**src/rtl/mc_controller_pkg.sv**
```systemverilog
// Shared encodings for the multicycle MIPS main controller: opcodes, functs,
// ALU control codes, FSM state codes and the per-state strobe bundle.
package mc_controller_pkg;

  localparam int unsigned OP_W    = 6;
  localparam int unsigned STATE_W = 4;
  localparam int unsigned CTL_W   = 4;

  localparam logic [OP_W-1:0] OP_RTYPE = 6'b000000;
  localparam logic [OP_W-1:0] OP_LW    = 6'b100011;
  localparam logic [OP_W-1:0] OP_SW    = 6'b101011;
  localparam logic [OP_W-1:0] OP_BEQ   = 6'b000100;
  localparam logic [OP_W-1:0] OP_ADDI  = 6'b001000;
  localparam logic [OP_W-1:0] OP_J     = 6'b000010;

  localparam logic [OP_W-1:0] FN_ADD = 6'b100000;
  localparam logic [OP_W-1:0] FN_SUB = 6'b100010;
  localparam logic [OP_W-1:0] FN_AND = 6'b100100;
  localparam logic [OP_W-1:0] FN_OR  = 6'b100101;
  localparam logic [OP_W-1:0] FN_SLT = 6'b101010;

  localparam logic [CTL_W-1:0] ALU_AND = 4'b0000;
  localparam logic [CTL_W-1:0] ALU_OR  = 4'b0001;
  localparam logic [CTL_W-1:0] ALU_ADD = 4'b0010;
  localparam logic [CTL_W-1:0] ALU_SUB = 4'b0110;
  localparam logic [CTL_W-1:0] ALU_SLT = 4'b0111;

  localparam logic [1:0] ALUOP_ADD   = 2'b00;
  localparam logic [1:0] ALUOP_SUB   = 2'b01;
  localparam logic [1:0] ALUOP_FUNCT = 2'b10;

  localparam logic [STATE_W-1:0] S_RST    = 4'd0;
  localparam logic [STATE_W-1:0] S_FETCH  = 4'd1;
  localparam logic [STATE_W-1:0] S_DECODE = 4'd2;
  localparam logic [STATE_W-1:0] S_MEMADR = 4'd3;
  localparam logic [STATE_W-1:0] S_MEMRD  = 4'd4;
  localparam logic [STATE_W-1:0] S_MEMWB  = 4'd5;
  localparam logic [STATE_W-1:0] S_MEMWR  = 4'd6;
  localparam logic [STATE_W-1:0] S_RTEX   = 4'd7;
  localparam logic [STATE_W-1:0] S_RTWB   = 4'd8;
  localparam logic [STATE_W-1:0] S_BEQEX  = 4'd9;
  localparam logic [STATE_W-1:0] S_ADDIEX = 4'd10;
  localparam logic [STATE_W-1:0] S_ADDIWB = 4'd11;
  localparam logic [STATE_W-1:0] S_JEX    = 4'd12;

  typedef struct packed {
    logic       pcwrite;
    logic       branch;
    logic       iord;
    logic       memwrite;
    logic       irwrite;
    logic       regdst;
    logic       memtoreg;
    logic       regwrite;
    logic       alusrca;
    logic [1:0] alusrcb;
    logic [1:0] pcsrc;
    logic       illegal;
  } ctrl_t;

endpackage

```
**src/rtl/mc_controller_alu_decoder.sv**
```systemverilog
// Combinational ALU decoder: maps aluop (and funct for R-type) to the 4-bit
// alucontrol code; funct_ok flags an unsupported R-type funct.
module mc_controller_alu_decoder
  import mc_controller_pkg::*;
(
  input  logic [1:0]       aluop,
  input  logic [OP_W-1:0]  funct,
  output logic [CTL_W-1:0] alucontrol,
  output logic             funct_ok
);

  always_comb begin
    alucontrol = ALU_ADD;
    funct_ok   = 1'b1;
    case (aluop)
      ALUOP_SUB:   alucontrol = ALU_SUB;
      ALUOP_FUNCT: begin
        case (funct)
          FN_ADD:  alucontrol = ALU_ADD;
          FN_SUB:  alucontrol = ALU_SUB;
          FN_AND:  alucontrol = ALU_AND;
          FN_OR:   alucontrol = ALU_OR;
          FN_SLT:  alucontrol = ALU_SLT;
          default: funct_ok   = 1'b0;
        endcase
      end
      default:     alucontrol = ALU_ADD;
    endcase
  end

endmodule

```
**src/rtl/mc_controller.sv**
```systemverilog
// Multicycle MIPS main controller: Moore FSM stepping each instruction phase
// and driving the datapath strobes plus alucontrol for the downstream ALU.
module mc_controller
  import mc_controller_pkg::*;
(
  input  logic             clk,
  input  logic             reset_n,
  input  logic [OP_W-1:0]  op,
  input  logic [OP_W-1:0]  funct,
  input  logic             zero,
  output logic             pcen,
  output logic             iord,
  output logic             memwrite,
  output logic             irwrite,
  output logic             regdst,
  output logic             memtoreg,
  output logic             regwrite,
  output logic             alusrca,
  output logic [1:0]       alusrcb,
  output logic [1:0]       pcsrc,
  output logic [CTL_W-1:0] alucontrol,
  output logic             illegal
);

  logic [STATE_W-1:0] state_q, state_d;
  logic [1:0]         aluop;
  logic [CTL_W-1:0]   dec_ctl;
  logic               funct_ok;
  ctrl_t              ctrl;

  always_ff @(posedge clk or negedge reset_n) begin
    if (!reset_n) state_q <= S_RST;
    else          state_q <= state_d;
  end

  // aluop kept outside the strobe block so funct_ok feeds back without a loop
  always_comb begin
    aluop = ALUOP_ADD;
    if (state_q == S_RTEX)  aluop = ALUOP_FUNCT;
    if (state_q == S_BEQEX) aluop = ALUOP_SUB;
  end

  mc_controller_alu_decoder u_alu_dec (
    .aluop      (aluop),
    .funct      (funct),
    .alucontrol (dec_ctl),
    .funct_ok   (funct_ok)
  );

  always_comb begin
    ctrl    = '0;
    state_d = state_q;
    case (state_q)
      S_RST:    state_d = S_FETCH;
      S_FETCH: begin
        ctrl.irwrite = 1'b1;
        ctrl.pcwrite = 1'b1;
        ctrl.alusrcb = 2'b01;
        state_d      = S_DECODE;
      end
      S_DECODE: begin
        ctrl.alusrcb = 2'b11;
        case (op)
          OP_LW, OP_SW: state_d = S_MEMADR;
          OP_RTYPE:     state_d = S_RTEX;
          OP_BEQ:       state_d = S_BEQEX;
          OP_ADDI:      state_d = S_ADDIEX;
          OP_J:         state_d = S_JEX;
          default: begin
            ctrl.illegal = 1'b1;
            state_d      = S_FETCH;
          end
        endcase
      end
      S_MEMADR: begin
        ctrl.alusrca = 1'b1;
        ctrl.alusrcb = 2'b10;
        state_d      = (op == OP_SW) ? S_MEMWR : S_MEMRD;
      end
      S_MEMRD: begin
        ctrl.iord = 1'b1;
        state_d   = S_MEMWB;
      end
      S_MEMWB: begin
        ctrl.memtoreg = 1'b1;
        ctrl.regwrite = 1'b1;
        state_d       = S_FETCH;
      end
      S_MEMWR: begin
        ctrl.iord     = 1'b1;
        ctrl.memwrite = 1'b1;
        state_d       = S_FETCH;
      end
      S_RTEX: begin
        ctrl.alusrca = 1'b1;
        ctrl.illegal = ~funct_ok;
        state_d      = funct_ok ? S_RTWB : S_FETCH;
      end
      S_RTWB: begin
        ctrl.regdst   = 1'b1;
        ctrl.regwrite = 1'b1;
        state_d       = S_FETCH;
      end
      S_BEQEX: begin
        ctrl.alusrca = 1'b1;
        ctrl.pcsrc   = 2'b01;
        ctrl.branch  = 1'b1;
        state_d      = S_FETCH;
      end
      S_ADDIEX: begin
        ctrl.alusrca = 1'b1;
        ctrl.alusrcb = 2'b10;
        state_d      = S_ADDIWB;
      end
      S_ADDIWB: begin
        ctrl.regwrite = 1'b1;
        state_d       = S_FETCH;
      end
      S_JEX: begin
        ctrl.pcsrc   = 2'b10;
        ctrl.pcwrite = 1'b1;
        state_d      = S_FETCH;
      end
      default:  state_d = S_RST;
    endcase
  end

  assign pcen       = ctrl.pcwrite | (ctrl.branch & zero);
  assign iord       = ctrl.iord;
  assign memwrite   = ctrl.memwrite;
  assign irwrite    = ctrl.irwrite;
  assign regdst     = ctrl.regdst;
  assign memtoreg   = ctrl.memtoreg;
  assign regwrite   = ctrl.regwrite;
  assign alusrca    = ctrl.alusrca;
  assign alusrcb    = ctrl.alusrcb;
  assign pcsrc      = ctrl.pcsrc;
  assign illegal    = ctrl.illegal;
  assign alucontrol = (state_q == S_RST) ? '0 : dec_ctl;

endmodule

```
**config.mk**
```make
export PLATFORM = sky130hd
export DESIGN_NAME = mc_controller
export DESIGN_NICKNAME = d
export VERILOG_FILES = /design/src/rtl/mc_controller_pkg.sv /design/src/rtl/mc_controller_alu_decoder.sv /design/src/rtl/mc_controller.sv
export SDC_FILE = /design/constraint.sdc
export NUM_CORES = 1
export LEC_CHECK = 0
export CAP_MARGIN = 40
export CORE_UTILIZATION = 41
export CTS_CLUSTER_SIZE = 20
export DETAILED_ROUTE_END_ITERATION = 7
export PLACE_DENSITY = 0.8
export SKIP_LAST_GASP = 1
export SYNTH_ARGS = -nofsm -noshare
export SYNTH_HDL_FRONTEND = slang
export SYNTH_SLANG_ARGS = --single-unit
```
**constraint.sdc**
```tcl
create_clock -name clk -period 1.87 [get_ports clk]
set_input_delay 0.374 -clock clk [delete_from_list [all_inputs] [get_ports clk]]
set_output_delay 0.374 -clock clk [all_outputs]
set_load 0.01 [all_outputs]
```
==> flow_metrics.py, run 1 <==
metrics = {
    "drt": {
        "wire_per_inst_um": 17.3,
        "num_vias": 995,
        "vias_per_cell": 5.92,
        "drt_iter0_markers": 29,
        "routed_wl_um": 2900,
        "dr.pass1.iters": 4,
        "antenna_left": 0,
        "drc_errors": 0,
    },
    "clocking": {
        "cts_tree": "built",
        "cts_buffer_depth": 2,
        "clock_sinks": 4,
        "clk_pin_slew_ps": 40,
        "root_buffer": "clkbuf_4",
        "htree_levels": 1,
        "cts_buffers": 3,
        "insertion_delay_ps": 230,
    },
    "cells_and_area": {
        "nets": 170,
        "final_cell_area_um2": 1250,
        "largest_reg_flops": 4,
        "regMostFlops": "state_q",
        "multiInputGateArea_um2": 548,
        "regArea_um2": 104,
        "fin_util_pct": 92.4,
        "nFillCells": 59,
        "largestRegisters": "state_q: 4 flops",
        "layout.cells.non_filler": 168,
        "diodes": 0,
        "drive_above_1_share_pct": 45.1,
        "area_delta_synth_final_pct": 102,
    },
    "synth": {
        "ys_ff_latch": 4,
        "synth.area.top_cells": "dfrtp_1, nand2b_1, nor2_1, nor3_1, nor3b_1",
        "yosysUniqueCellTypes": 37,
        "synth_top_area_share_pct": 16.2,
        "synth-async-reset-ratio_pct": 100,
        "synth_area_per_cell_um2": 6.85,
        "postSynthCellCount": 90,
        "yosysTopAreaCell": "dfrtp_1",
        "netlist_area_um2": 617,
        "ys.flop_type": "dfrtp_1",
        "synth_edf_count": 0,
        "ys.warnings.count": 0,
        "syn_nets": 105,
        "ys_seq_area_share_pct": 16.2,
    },
    "floorplanning": {
        "core_area_um2": 1350,
        "die-height_um": 40.8,
        "initial_utilization_pct": 45.7,
        "die-area_um2": 1660,
        "num_io_pins": 32,
        "die_x_um": 40.8,
        "rows": 13,
    },
    "critical_path": {
        "cp.arrival_ps": 1660,
        "cp_max_fo": 13,
        "cp-end-kind": "output port",
        "required_ps": 1500,
        "worstSetupStartpointType": "flip-flop",
        "worst-setup-path-type": "flip-flop to output port",
    },
    "timing": {
        "period_needed_ps": 2040,
        "fin_crit_sh_pct": 109,
        "setup_viol": 3,
        "slew_violations": 0,
        "rsz0062_at_grt": "yes",
        "timing.final.ws_setup_ps": -167,
        "hold_violations": 0,
        "skew_ps": 7.07,
        "max_freq_ghz": 0.491,
    },
    "pwr": {
        "vdd_drop_max_v": 0.000557,
        "total_power_mw": 1.25,
        "power.density_nw_per_um2": 1000,
        "p_leak_nw": 0.650,
    },
    "status": {
        "violations": "negative setup slack",
        "outcome": "finished, violations left",
    },
    "global_route": {
        "grt_antenna_before_repair": 0,
        "overflow": 0,
        "grt_max_degree": 14,
        "grt_use_total_pct": 32.2,
        "grt_pass1_vias": 850,
        "grt_pass1_wl_um": 3530,
    },
    "flow_run": {
        "maxCapViolCount": 0,
    },
    "placement": {
        "dp.cells": 156,
        "place.gp.congestion": 0.865,
        "port-buffer-count": 30,
        "dp_hpwl_um": 1650,
        "place_area_um2": 1120,
    },
    "hold_path": {
        "hold_class": "primary input to async pin",
    },
}
[layout by cell type, fill, tap and decap left out, drive strengths merged, types with 3 or more instances in the layout]
master         count
nor3b              4
clkdlybuf4s50      3
nor3               7
nand2              6
buf               40
nand2b             7
clkbuf             7
dlymetal6s2s       5
a21oi              4
dfrtp              4
nor2b              4
nand4              3
dlygate4sd2       15
o21ai              4
nor2              10
[synth_stat cells (2+ instances only)]
master / number
o22ai_1: 2
clkbuf_1: 4
nor3b_1: 4
nor3_1: 7
nand2_1: 6
or2_2: 2
o21ai_0: 4
and3_1: 2
mux2i_1: 2
nand4_1: 3
nand3_1: 2
a21oi_1: 4
dfrtp_1: 4
nor2_1: 10
buf_2: 3
nand2b_1: 7
nor2b_1: 4
[where the power goes]
| group | switching, mW | internal, mW | total, mW | leakage (nW) |
|---|---|---|---|---|
| logic | 0.464 | 0.505 | 0.969 | 0.590 |
| clock network | 0.0334 | 0.0717 | 0.105 | 0.0138 |
| registers | 0.0570 | 0.121 | 0.178 | 0.0465 |
| total | 0.554 | 0.698 | 1.25 | 0.650 |
[final cells by class]
cell class / instances / share of cell area [%]
clock buffers: 3 / 1.81
multi-input cells: 78 / 43.9
flip-flops and latches: 4 / 8.32
well taps: 15 / 1.50
repair buffers: 68 / 44.4
[through the flow]
step                      setup WS (ps)  TNS (ps)  hold slack (ps)
after floorplan                     338         0             78.4
after global placement             -484     -1980              579
after detailed placement           -601     -2330              588
after CTS                          -222     -1180              343
after global routing               -332      -704              356
final                              -167      -288              342
[worst max-delay path: stages (launching register included)]
cell	delay, ps
dfrtp_1	430
buf_4	230
nand2_1	80
o22ai_1	150
clkdlybuf4s50_1	550
[metal layers]
| layer | GRT usage [%] | vias to the layer above | part of all wire, % | wire, um |
|---|---|---|---|---|
| met5 | 0 | - | 0 | 0 |
| met4 | 11.7 | 0 | 6.3 | 183 |
| met3 | 5.43 | 24 | 4.2 | 121 |
| met2 | 63.3 | 51 | 49 | 1430 |
| met1 | 32.9 | 460 | 40 | 1160 |
| li1 | - | 460 | - | - |
[timing repair]
item                       4_1_cts  5_1_grt
pin swaps                        3        2
gates resized for setup         38       30
hold buffers                     0        0
setup endpoints to repair       16       11
buffers inserted                 4        5
[path summary, 6_finish.rpt]
kind,cells after the start,slack [ps],endpoint,start
hold / removal,1,340,state_q[1],reset_n
max in group asynchronous,1,1340,state_q[0],reset_n
setup / recovery,4,-170,regwrite,state_q[1]
hold reg to reg,2,790,state_q[2],state_q[3]
min in group clk,4,760,state_q[1],op[2]
setup reg to reg,5,360,state_q[3],state_q[2]
[cells by family (layout without fill, tap and decap cells)]
group | count (synthesis) | after routing | share of synthesized area, %
buffers and inverters | 8 | 71 | 6.08
AOI/OAI and AO/OA | 22 | 22 | 25.2
and+or+nand+nor | 51 | 51 | 45.8
other | 1 | 1 | 0.608
DFF | 4 | 4 | 16.2
xor gates and xnor gates | 2 | 2 | 2.84
muxes | 2 | 2 | 3.25
Note: power is estimated with default switching activity, not from simulation.
==> inputs of run 2 (changes only) <==
--- a/config.mk
+++ b/config.mk
@@ -7,7 +7,7 @@
 export LEC_CHECK = 0
 export CAP_MARGIN = 40
 export CORE_UTILIZATION = 41
-export CTS_CLUSTER_SIZE = 20
+export CTS_CLUSTER_SIZE = 8
 export DETAILED_ROUTE_END_ITERATION = 7
 export PLACE_DENSITY = 0.8
 export SKIP_LAST_GASP = 1
==> results of run 2 <==
Final layout, timing and power as in run 1 (identical DEF).
==> inputs of run 3 (changes only) <==
--- a/config.mk
+++ b/config.mk
@@ -5,12 +5,13 @@
 export SDC_FILE = /design/constraint.sdc
 export NUM_CORES = 1
 export LEC_CHECK = 0
+export ABC_AREA = 1
+export ABC_CLOCK_PERIOD_IN_PS = 1870
 export CAP_MARGIN = 40
 export CORE_UTILIZATION = 41
 export CTS_CLUSTER_SIZE = 8
 export DETAILED_ROUTE_END_ITERATION = 7
-export PLACE_DENSITY = 0.8
-export SKIP_LAST_GASP = 1
+export PLACE_DENSITY = 0.81
 export SYNTH_ARGS = -nofsm -noshare
 export SYNTH_HDL_FRONTEND = slang
 export SYNTH_SLANG_ARGS = --single-unit
==> run 3 against run 2 <==
Against the previous run: the flow now finishes without violations; area after synthesis fell by 4.3%; sequential share of layout area is 0.83 points higher; synthesized cell count grew 27%; via count down 6.8%; maximum frequency rose by 14%; critical path type unchanged; critical endpoint is now memwrite; largest cell class is now multi-input gates; highest routed layer unchanged.
==> flow_metrics.py, run 3 <==
metrics = {
    "status": {
        "outcome": "complete, no violations",
    },
    "pwr": {
        "power.density_nw_per_um2": 934,
        "clock_power_share_pct": 10.4,
        "vdd_drop_max_v": 0.000905,
        "p_comb_share_pct": 73.9,
        "seqPwrFrac_pct": 15.7,
        "swShare_pct": 51.2,
        "p_switching_mw": 0.529,
        "internal_power_mw": 0.505,
        "total_power_mw": 1.03,
        "p_leak_nw": 0.655,
    },
    "drt": {
        "antenna_left": 0,
        "drt_iter0_markers": 24,
        "dr.pass1.iters": 4,
        "num_vias": 927,
        "vias_per_cell": 5.15,
        "routed_wl_um": 2240,
        "drc_errors": 0,
        "wire_per_inst_um": 12.5,
    },
    "cells_and_area": {
        "largest_reg_flops": 4,
        "regMostFlops": "state_q",
        "diodes": 0,
        "layout_common_cells": "nand2_1, dlygate4sd2_1, buf_4",
        "nets": 182,
        "largestRegisters": "state_q: 4 flops",
        "drive_above_1_share_pct": 39.4,
        "nFillCells": 90,
        "area_delta_synth_final_pct": 87.5,
        "layout_commonest_cell": "nand2_1",
    },
    "critical_path": {
        "startpoint": "state_q[3]",
        "crit_slowest_cell": "dfrtp_1",
        "cp_max_fo": 3,
        "critPathTopFamily": "buffers and inverters",
        "cp-end-kind": "output port",
        "worstPathCellList": "nor2_4, inv_1, buf_4, nor2_1, dlygate4sd2_1",
        "required_ps": 1500,
        "slowest_delay_ps": 420,
        "worstSetupStartpointType": "flip-flop",
        "r2r_start": "state_q[0]",
        "worst-setup-path-type": "flip-flop to output port",
        "path_buf_inv": 3,
        "cp.arrival_ps": 1420,
    },
    "timing": {
        "tns_ps": 0,
        "hold_violations": 0,
        "setup_viol": 0,
        "slew_violations": 0,
        "fin_crit_sh_pct": 95.8,
        "skew_ps": 8.09,
        "period_needed_ps": 1790,
        "max_freq_ghz": 0.558,
        "whs_ps": 334,
    },
    "synth": {
        "synth.area.top_cells": "nor2_1, dfrtp_1, nand2_1, nand3_1, inv_1",
        "netlist_area_um2": 591,
        "syn_nets": 129,
        "synth-async-reset-ratio_pct": 100,
        "ys.flop_type": "dfrtp_1",
        "yosysMostFrequentCell": "nor2_1",
        "postSynthCellCount": 114,
        "yosysTopAreaCell": "nor2_1",
        "ys_seq_area_share_pct": 16.9,
        "synth_top_area_share_pct": 17.8,
        "synth_edf_count": 0,
        "synth_top_cells_by_count": "nor2_1, nand2_1, inv_1",
        "yosysUniqueCellTypes": 21,
        "ys.warnings.count": 0,
        "ys_ff_latch": 4,
        "synth_area_per_cell_um2": 5.18,
    },
    "clocking": {
        "clock_sinks": 4,
        "clk_pin_slew_ps": 40,
        "cts_buffer_depth": 2,
        "cts_buffers": 3,
        "root_buffer": "clkbuf_4",
        "ctsHoldBuffers": 0,
        "htree_levels": 1,
        "insertion_delay_ps": 240,
        "cts_tree": "built",
    },
    "hold_path": {
        "hold_class": "primary input to async pin",
    },
    "floorplanning": {
        "num_io_pins": 32,
        "die-area_um2": 1600,
        "rows": 13,
        "die_x_um": 40.0,
        "initial_utilization_pct": 44.8,
        "die-height_um": 40.0,
        "core_area_um2": 1320,
    },
    "global_route": {
        "grt_pass1_vias": 825,
        "grt_antenna_before_repair": 0,
        "grt_pass1_wl_um": 3170,
        "overflow": 0,
        "grt_use_total_pct": 30.0,
        "grt_max_degree": 6,
    },
    "flow_run": {
        "maxCapViolCount": 0,
    },
    "placement": {
        "port-buffer-count": 30,
        "dp_hpwl_um": 1570,
        "place.gp.congestion": 0.772,
    },
}
run 3: cell count changes after synthesis, moves of 3 or more:
| cell | change |
|---|---|
| nor2b_1 | -4 |
| nand2_1 | +18 |
| clkbuf_1 | -4 |
| nor3b_1 | -4 |
| nor2_1 | +18 |
| inv_2 | +3 |
| nand3_1 | +12 |
| nand2b_1 | -7 |
| inv_1 | +18 |
| buf_2 | -3 |
| nor3_1 | -6 |
run 3: cells by family after synthesis:
kind of cell / count (synthesis) / synth area share, %
flip-flops: 4 / 16.9
buffers and inverters: 23 / 15.5
other: 1 / 0.635
AO/OA/AOI/OAI: 10 / 8.68
AND/OR/NAND/NOR: 76 / 58.3
run 3: worst paths after layout:
path | endpoint | slack, ps | depth (start not counted)
worst max-delay path | memwrite | 80 | 5
worst min-delay path | state_q[2] | 330 | 1
worst max register to register | state_q[2] | 600 | 6
worst min register to register | state_q[0] | 740 | 3
max in group asynchronous | state_q[0] | 1350 | 1
min in group clk | state_q[1] | 660 | 3
run 3: layout make-up:
| cell class | instances | area, um^2 | area share (%) |
|---|---|---|---|
| Multi-Input combinational cell | 87 | 480 | 43.4 |
| Timing Repair Buffer | 49 | 398 | 35.9 |
| Sequential cell | 4 | 101 | 9.15 |
| Inverter | 22 | 86.3 | 7.80 |
| Clock buffer | 3 | 22.5 | 2.03 |
| Tap cell | 15 | 18.8 | 1.69 |
run 3: what timing repair did:
action                     4_1_cts  5_1_grt
setup buffers                    4        1
gates resized for setup         59       19
pin swaps                       11        2
hold endpoints to repair         0        0
setup endpoints to repair       16        8
run 3: through the flow:
step | cells | worst slack (ps) | util, % | area [um^2]
global placement | 172 | -398 | 76.4 | 1010
finish | 180 | 77.7 | 84.0 | 1110
global route | 180 | -7.63 | 84.0 | 1110
CTS | 179 | 17.3 | 81.3 | 1070
detailed placement | 172 | -440 | 76.4 | 1010
floorplan | 114 | 475 | - | 591
run 3: power groups by stage:
stage | logic [mW] | clock network, mW | registers, mW
finish | 0.765 | 0.107 | 0.162
CTS | 0.741 | 0.111 | 0.157
detailed placement | 0.774 | 0 | 0.155
global route | 0.838 | 0.118 | 0.167
floorplan | 0.385 | 0 | 0.149
global placement | 0.751 | 0 | 0.152
run 3: layer usage:
metal / GRT usage [%] / up-vias / part of all wire (%)
li1: - / 455 / -
met1: 29.9 / 423 / 40
met2: 56.0 / 43 / 53
met3: 7.22 / 6 / 5.4
met4: 16.4 / 0 / 1.7
met5: 0 / - / 0
